### config.mk
export PLATFORM = sky130hd
export DESIGN_NAME = uart_wb_arbiter
export DESIGN_NICKNAME = d
export VERILOG_FILES = /design/src/rtl/uart_wb_arbiter_pkg.sv /design/src/rtl/uart_wb_arbiter.sv
export SDC_FILE = /design/constraint.sdc
export NUM_CORES = 1
export LEC_CHECK = 0
export ABC_AREA = 1
export CORE_MARGIN = 2
export CORE_UTILIZATION = 47
export DETAILED_ROUTE_END_ITERATION = 7
export GPL_TIMING_DRIVEN = 0
export PLACE_DENSITY = 0.8
export SLEW_MARGIN = 40
export SYNTH_ARGS = -nofsm -noshare
export SYNTH_HDL_FRONTEND = slang
export SYNTH_SLANG_ARGS = --single-unit
### constraint.sdc
create_clock -name clk -period 1.9 [get_ports clk]
set_clock_uncertainty 0.05 [all_clocks]
set_input_delay 0.38 -clock clk [delete_from_list [all_inputs] [get_ports clk]]
set_output_delay 0.38 -clock clk [all_outputs]
set_load 0.1 [all_outputs]
### src/rtl/uart_wb_arbiter_pkg.sv
// Shared constants for the two-master UART Wishbone arbiter:
// UART register map, wb_we polarity and arbiter state encoding.
package uart_wb_arbiter_pkg;

   localparam logic [1:0] ADDR_TX  = 2'd0;
   localparam logic [1:0] ADDR_RX  = 2'd1;
   localparam logic [1:0] ADDR_DIV = 2'd2;

   // UART polarity: low means write
   localparam logic WE_WRITE = 1'b0;
   localparam logic WE_READ  = 1'b1;

   typedef enum logic [1:0] {
      ST_IDLE         = 2'd0,
      ST_GRANT        = 2'd1,
      ST_WAIT_ACK_LOW = 2'd2,
      ST_ABORT        = 2'd3
   } arb_state_t;

endpackage

### src/rtl/uart_wb_arbiter.sv
// Round-robin arbiter sharing one UART Wishbone slave between the
// CPU (m0) and the debug port (m1), with a slave-ack timeout.
module uart_wb_arbiter
   import uart_wb_arbiter_pkg::*;
#(
   parameter int TIMEOUT_CYCLES = 255
) (
   input  logic       clk,
   input  logic       reset,
   input  logic       m0_stb,
   input  logic       m0_we,
   input  logic [1:0] m0_addr,
   input  logic [7:0] m0_data_in,
   output logic [7:0] m0_data_out,
   output logic       m0_ack,
   input  logic       m1_stb,
   input  logic       m1_we,
   input  logic [1:0] m1_addr,
   input  logic [7:0] m1_data_in,
   output logic [7:0] m1_data_out,
   output logic       m1_ack,
   output logic       s_stb,
   output logic       s_we,
   output logic [1:0] s_addr,
   output logic [7:0] s_data_out,
   input  logic [7:0] s_data_in,
   input  logic       s_ack,
   output logic       timeout_err
);

   localparam logic [7:0] TO_LAST = 8'(TIMEOUT_CYCLES - 1);

   arb_state_t state;
   logic       owner;
   logic       last_grant;
   logic       seen_ack;
   logic       early_drop;
   logic [7:0] tmo_cnt;

   logic       own_stb;
   logic       own_we;
   logic [1:0] own_addr;
   logic [7:0] own_data;
   logic       pick;
   logic       fwd;

   // Select the request lines of the current owner
   always_comb begin
      own_stb  = owner ? m1_stb     : m0_stb;
      own_we   = owner ? m1_we      : m0_we;
      own_addr = owner ? m1_addr    : m0_addr;
      own_data = owner ? m1_data_in : m0_data_in;
   end

   // Next owner: alternate on contention, else whoever asks
   always_comb begin
      if (m0_stb && m1_stb)
         pick = ~last_grant;
      else
         pick = m1_stb;
   end

   // Slave side follows the owner only while granted
   always_comb begin
      s_stb      = 1'b0;
      s_we       = WE_READ;
      s_addr     = ADDR_TX;
      s_data_out = 8'h00;
      if (state == ST_GRANT) begin
         s_stb      = own_stb;
         s_we       = own_we;
         s_addr     = own_addr;
         s_data_out = own_data;
      end
   end

   // Owner ack comes from slave ack or the abort state, never from stb
   always_comb begin
      fwd = 1'b0;
      unique case (state)
         ST_GRANT:        fwd = s_ack & ~early_drop;
         ST_WAIT_ACK_LOW: fwd = s_ack & ~early_drop;
         ST_ABORT:        fwd = 1'b1;
         default:         fwd = 1'b0;
      endcase
      m0_ack = fwd & ~owner;
      m1_ack = fwd & owner;
   end

   // Arbiter FSM, read-data capture and timeout tracking
   always_ff @(posedge clk or posedge reset) begin
      if (reset) begin
         state       <= ST_IDLE;
         owner       <= 1'b0;
         last_grant  <= 1'b1;
         seen_ack    <= 1'b0;
         early_drop  <= 1'b0;
         tmo_cnt     <= 8'h00;
         timeout_err <= 1'b0;
         m0_data_out <= 8'h00;
         m1_data_out <= 8'h00;
      end else begin
         unique case (state)
            ST_IDLE: begin
               if (m0_stb || m1_stb) begin
                  owner      <= pick;
                  seen_ack   <= 1'b0;
                  early_drop <= 1'b0;
                  tmo_cnt    <= 8'h00;
                  state      <= ST_GRANT;
               end
            end
            ST_GRANT: begin
               if (s_ack && !seen_ack) begin
                  seen_ack <= 1'b1;
                  if (owner)
                     m1_data_out <= s_data_in;
                  else
                     m0_data_out <= s_data_in;
               end
               if ((seen_ack || s_ack) && !own_stb) begin
                  state <= ST_WAIT_ACK_LOW;
               end else if (!seen_ack && !s_ack) begin
                  if (!own_stb)
                     early_drop <= 1'b1;
                  if (tmo_cnt != 8'hFF)
                     tmo_cnt <= tmo_cnt + 8'd1;
                  if (tmo_cnt >= TO_LAST) begin
                     state       <= ST_ABORT;
                     timeout_err <= 1'b1;
                     if (owner)
                        m1_data_out <= 8'hFF;
                     else
                        m0_data_out <= 8'hFF;
                  end
               end
            end
            ST_WAIT_ACK_LOW: begin
               if (!s_ack) begin
                  last_grant <= owner;
                  state      <= ST_IDLE;
               end
            end
            ST_ABORT: begin
               if (!own_stb) begin
                  last_grant <= owner;
                  state      <= ST_IDLE;
               end
            end
            default: state <= ST_IDLE;
         endcase
      end
   end

endmodule

# After elaboration in Yosys (flattened, before gate mapping)
# Index checks and enable logic that the tools add are counted.
# classes
addsub	1
magnitude_cmp	1
n_eq_ne	14
mux	44
bitwise_logic	7
n_reduce_logical	20
# ops
cell	n
two-way mux 8 bit	18
two-way mux 2 bit	8
case mux 8 bit (2 select lines)	1
AND reduction 5 bit	3
two-way mux 1 bit	12
!= test 2 bit (second input constant)	5
adder 8 x 1 -> 8 bit (second input constant)	1
greater-or-equal comparator 8 bit (second input constant)	1
!= test 8 bit (second input constant)	1
case mux 1 bit (2 select lines)	4
case mux 2 bit (4 select lines)	1
!= test 2 x 1 -> 1 bit (second input constant)	3
!= test 3 x 1 -> 1 bit (second input constant)	2
AND reduction 3 bit	2
== test 2 bit (second input constant)	2
logical AND 1 bit	4
inverter 1 bit	4
AND reduction 4 bit	1
nonzero test 2 bit	2
bitwise AND 1 bit	3
logical NOT 1 bit	3
== test 2 x 1 -> 1 bit (second input constant)	1
logical NOT 2 bit	1
logical OR 1 bit	2
2 further kinds	2
# word_totals
reg_bits	31
input_bits	35
output_inout_bits	31

# Longest topological paths before layout
# depth
word_depth	7
mapped_depth	9
ltp_nobuf	9

# Worst setup path before layout
# No wires, ideal clock.
# synth_timing
kind	register to output
from	reg state[1]
to	out s_addr[0]
t_arrival_ns	2.464
t_required_ns	1.470
setup_slack_ns	-0.994
stages_incl_launch_ff	7
cell_sequence	dfrtp_1 inv_1 ha_1 buf_4 clkbuf_1 o21ai_0 nor2_1
# synth_between
elab_chain_len	2
# synth_rtl
element	line_no	source
start: declaration	uart_wb_arbiter.sv:33	arb_state_t state;
start signal: assignment	uart_wb_arbiter.sv:93	state <= ST_IDLE;
start signal: assignment	uart_wb_arbiter.sv:110	state <= ST_GRANT;
start signal: assignment	uart_wb_arbiter.sv:122	state <= ST_WAIT_ACK_LOW;
== test 2 x 1 -> 1 bit	uart_wb_arbiter.sv:69	if (state == ST_GRANT) begin
two-way mux 2 bit	uart_wb_arbiter.sv:69	
end: declaration	uart_wb_arbiter.sv:24	output logic [1:0] s_addr,
# No other way between the ends.

# Worst setup path after layout
# layout_timing
from	reg state[0]
to	out m1_ack
# layout_between
elab_chain_len	4
# layout_rtl
element	line_no	source
== test 2 x 1 -> 1 bit or == test 2 bit (tied branches)	uart_wb_arbiter.sv:80	unique case (state)
OR reduction 2 bit (no line)	-	
case mux 1 bit (2 select lines) *	uart_wb_arbiter.sv:80	
bitwise AND 1 bit *	uart_wb_arbiter.sv:87	m1_ack = fwd & owner;
end: declaration	uart_wb_arbiter.sv:21	output logic m1_ack,
# Mark *: on every way between the ends. The rest lies on a longest branch, timed or not.

==> metrics.txt <==
# TYPE chip_impl_metric gauge
chip_impl_metric{name="dr_wl_cell",unit="um"} 14.2
chip_impl_metric{name="cts_hold_repair.buffers",unit=""} 0
chip_impl_metric{name="ports",unit=""} 66
chip_impl_metric{name="fp.dieW",unit="um"} 71.4
chip_impl_metric{name="detail_route.wirelength",unit="mm"} 6.45
chip_impl_metric{name="finalWorstPathRequiredPeriod",unit="ns"} 2.05
chip_impl_metric{name="critPathMaxFanout",unit=""} 4
chip_impl_metric{name="timing.max_slew.rel_slack",unit="%"} 55.2
chip_impl_metric{name="timing.critical_path.arrival",unit="ns"} 1.62
chip_impl_metric{name="number_of_placed_cells_counting_well_taps",unit=""} 429
chip_impl_metric{name="number_of_antenna_violations_at_the_first_check_in_global_routing",unit=""} 0
chip_impl_metric{name="placementRows",unit=""} 24
chip_impl_metric{name="drt_pre_antenna_iters",unit=""} 4
chip_impl_metric{name="slew_at_the_pin_with_the_worst_max_slew_slack",unit="ns"} 0.671
chip_impl_metric{name="die_y",unit="um"} 71.4
chip_impl_metric{name="timing.max_cap.violations",unit=""} 0
chip_impl_metric{name="seq_area_frac_synth",unit="%"} 36.4
chip_impl_metric{name="avgSynthCellArea",unit="um^2"} 6.84
chip_impl_metric{name="route.antenna.remaining_nets",unit=""} 0
chip_impl_metric{name="syn_to_final_growth",unit="%"} 59.7
chip_impl_metric{name="hold_viol_final",unit=""} 0
chip_impl_metric{name="finish.cell_count_without_fillers",unit=""} 454
chip_impl_metric{name="critPathRequiredTime",unit="ns"} 1.47
chip_impl_metric{name="multiInputGateArea",unit="um^2"} 1370
chip_impl_metric{name="synthesized_nets",unit=""} 354
chip_impl_metric{name="rrSetupSlack",unit="ns"} 0.13
chip_impl_metric{name="asyncSetResetFlopFracSynth",unit="%"} 100
chip_impl_info{name="synth.largest_area_cell",value="dfrtp_1"} 1
chip_impl_info{name="synth-main-ff-cell",value="dfrtp_1"} 1
chip_impl_metric{name="fmax",unit="GHz"} 0.489
chip_impl_metric{name="fin_hold_ws",unit="ns"} 0.428
chip_impl_info{name="worstHoldStart",value="timeout_err$_DFFE_PP0P_"} 1
chip_impl_metric{name="first_global_vias",unit=""} 2437
chip_impl_info{name="rr_startpoint",value="state[1]$_DFFE_PP0P_"} 1
chip_impl_metric{name="routability_congestion_estimate_from_global_placement",unit=""} 0.848
chip_impl_info{name="hold_path_class",value="register to register"} 1
chip_impl_metric{name="fillerInstances",unit=""} 289
chip_impl_metric{name="synth_top_cell_area_share",unit="%"} 35.2
chip_impl_metric{name="cts_made_buffers",unit=""} 5
chip_impl_metric{name="layout_worst_path_cycle_share",unit="%"} 108
chip_impl_metric{name="synth_enable_flop_cells",unit=""} 0
chip_impl_metric{name="grt_start_max_net_pins",unit=""} 32
chip_impl_metric{name="syn-instance-count",unit=""} 312
chip_impl_metric{name="timing.final.ws_setup",unit="ns"} -0.146
chip_impl_metric{name="synth_seq_cells",unit=""} 31
chip_impl_metric{name="drcViolationCount",unit=""} 0
chip_impl_metric{name="initial_utilization",unit="%"} 49.0
chip_impl_metric{name="clk_pin_slew",unit="ns"} 0.06
chip_impl_metric{name="port_buffers",unit=""} 65
chip_impl_metric{name="final_layout_size_suffix_gt1_share",unit="%"} 28.9
chip_impl_info{name="yosysMostFrequentCell",value="nand2_1"} 1
chip_impl_metric{name="synthDistinctLibCells",unit=""} 31
chip_impl_info{name="cp-start-kind",value="register"} 1
chip_impl_metric{name="cts_buffer_depth",unit=""} 2
chip_impl_metric{name="final_max_slew_viol_count",unit=""} 0
chip_impl_info{name="synth_top_cells_by_count",value="80 x nand2_1, 47 x nor2_1, 38 x inv_1"} 1
chip_impl_info{name="critical_path_class",value="register to primary output"} 1
chip_impl_metric{name="dp_hpwl",unit="mm"} 4.39
chip_impl_metric{name="number_of_vias_per_cell_after_detailed_routing",unit=""} 5.25
chip_impl_metric{name="setup_viol",unit=""} 13
chip_impl_metric{name="core_region_area",unit="um^2"} 4350
chip_impl_metric{name="grt_usage",unit="%"} 26.1
chip_impl_metric{name="grt_pass1_wl",unit="mm"} 10.8
chip_impl_info{name="rsz0062_at_grt",value="yes"} 1
chip_impl_info{name="crit_start",value="state[0]$_DFFE_PP0P_"} 1
chip_impl_metric{name="insertedDiodeCount",unit=""} 0
chip_impl_info{name="status",value="finished with violations"} 1
chip_impl_metric{name="final_net_count",unit=""} 443
chip_impl_info{name="clock_root_buffer",value="clkbuf_8"} 1
chip_impl_metric{name="ctsHtreeMaxLevel",unit=""} 2
chip_impl_metric{name="drt_first_iter_violations",unit=""} 129
chip_impl_info{name="post_synth_main_area_contributors",value="dfrtp_1 35%, nand2_1 14%, nor2_1 8.3%"} 1
chip_impl_metric{name="netlist_area",unit="um^2"} 2130
chip_impl_metric{name="cts_sink_count",unit=""} 31
chip_impl_metric{name="vias",unit=""} 2385
chip_impl_metric{name="clock_insertion_delay_worst_skew",unit="ns"} 0.28
chip_impl_metric{name="die_area",unit="um^2"} 5100
chip_impl_info{name="tritoncts",value="built"} 1
chip_impl_info{name="violations",value="negative setup slack"} 1
chip_impl_metric{name="regArea",unit="um^2"} 778
chip_impl_metric{name="yosys_warnings",unit=""} 0
chip_impl_info{name="timing.critical_path.to_type",value="primary output"} 1
chip_impl_metric{name="grt_overflow_total",unit=""} 0
-- registers in the layout (all words and copies together), names as in the netlist --
register / count
seen_ack: 1
m0_data_out: 8
m1_data_out: 8
state: 2
timeout_err: 1
owner: 1
last_grant: 1
early_drop: 1
tmo_cnt: 8
-- critical path, cell delays in order, from the launching register on --
cell and delay [ns]:
dfrtp_2 0.39, inv_2 0.06, ha_4 0.25, a31oi_1 0.07, or2_4 0.27, nor2_4 0.11, buf_12 0.18
-- layout make-up --
type / instances / area share [%]
Multi-Input combinational cell: 230 / 40.1
Timing Repair Buffer: 83 / 25.0
Sequential cell: 31 / 22.8
Inverter: 41 / 4.51
Buffer: 9 / 3.27
Clock buffer: 7 / 2.24
Tap cell: 52 / 1.91
Clock inverter: 1 / 0.147
-- worst paths after layout --
path | to | depth (start not counted)
worst max register to register | tmo_cnt[5]$_DFFE_PP0P_ | 9
min in group asynchronous | timeout_err$_DFFE_PP0P_ | 2
worst min-delay path | timeout_err$_DFFE_PP0P_ | 1
max in group asynchronous | state[0]$_DFFE_PP0P_ | 2
worst max-delay path | m1_ack | 6
worst min register to register | timeout_err$_DFFE_PP0P_ | 1
-- layout by cell type, fill, tap and decap left out, types with 3 or more instances in the layout --
cell type,synthesis,routed
nand4_1,14,14
buf_4,2,18
ha_1,7,4
o21ai_0,17,7
buf_6,1,3
clkdlybuf4s50_1,0,33
a21oi_1,13,13
o21ai_2,1,6
clkbuf_8,0,6
nor2_4,1,13
nor2_1,47,35
inv_1,38,34
buf_8,0,3
nand3_4,1,3
o21ai_1,3,3
buf_12,0,14
buf_2,4,18
nand3_1,25,23
nor2_2,4,4
dfrtp_1,30,29
o21ai_4,0,5
inv_2,3,7
nand2_2,4,5
nand2_1,80,79
-- per-layer routing --
layer,global-route usage (%),vias to the layer above,wire length (um)
met5,0,-,0
met3,4.50,10,399
met2,48.1,83,3260
met1,31.1,1113,2700
li1,-,1179,-
met4,6.92,0,82
-- logic make-up after synthesis --
kind of cell	Yosys count	share of synthesized area (%)
AND/OR/NAND/NOR	181	38.4
buffers and inverters	51	9.91
AO/OA/AOI/OAI	39	9.96
flip-flops	31	36.4
adder cells (fa/ha/maj)	7	4.10
XOR/XNOR	3	1.23
-- what timing repair did --
| action | 4_1_cts | 5_1_grt |
|---|---|---|
| buffers inserted | 11 | 6 |
| setup endpoints to repair | 14 | 14 |
| resized for setup | 75 | 8 |
| gates cloned | 1 | 0 |
| pin swaps | 14 | 3 |
-- metrics by stage --
step | setup WS [ns] | util (%) | TNS, ns | cell area, um^2
final | -0.146 | 78.3 | -0.956 | 3410
after floorplan | -0.0990 | - | -0.214 | 2320
after global routing | -0.192 | 78.3 | -1.54 | 3410
after CTS | -0.171 | 76.6 | -0.630 | 3340
after detailed placement | -0.428 | 66.1 | -3.19 | 2880
after global placement | -1.12 | 69.7 | -12.73 | 3040
Power is left out: the tool's default activity adds up to more than one toggle a clock period on the data nets, which glitch-free logic cannot reach.
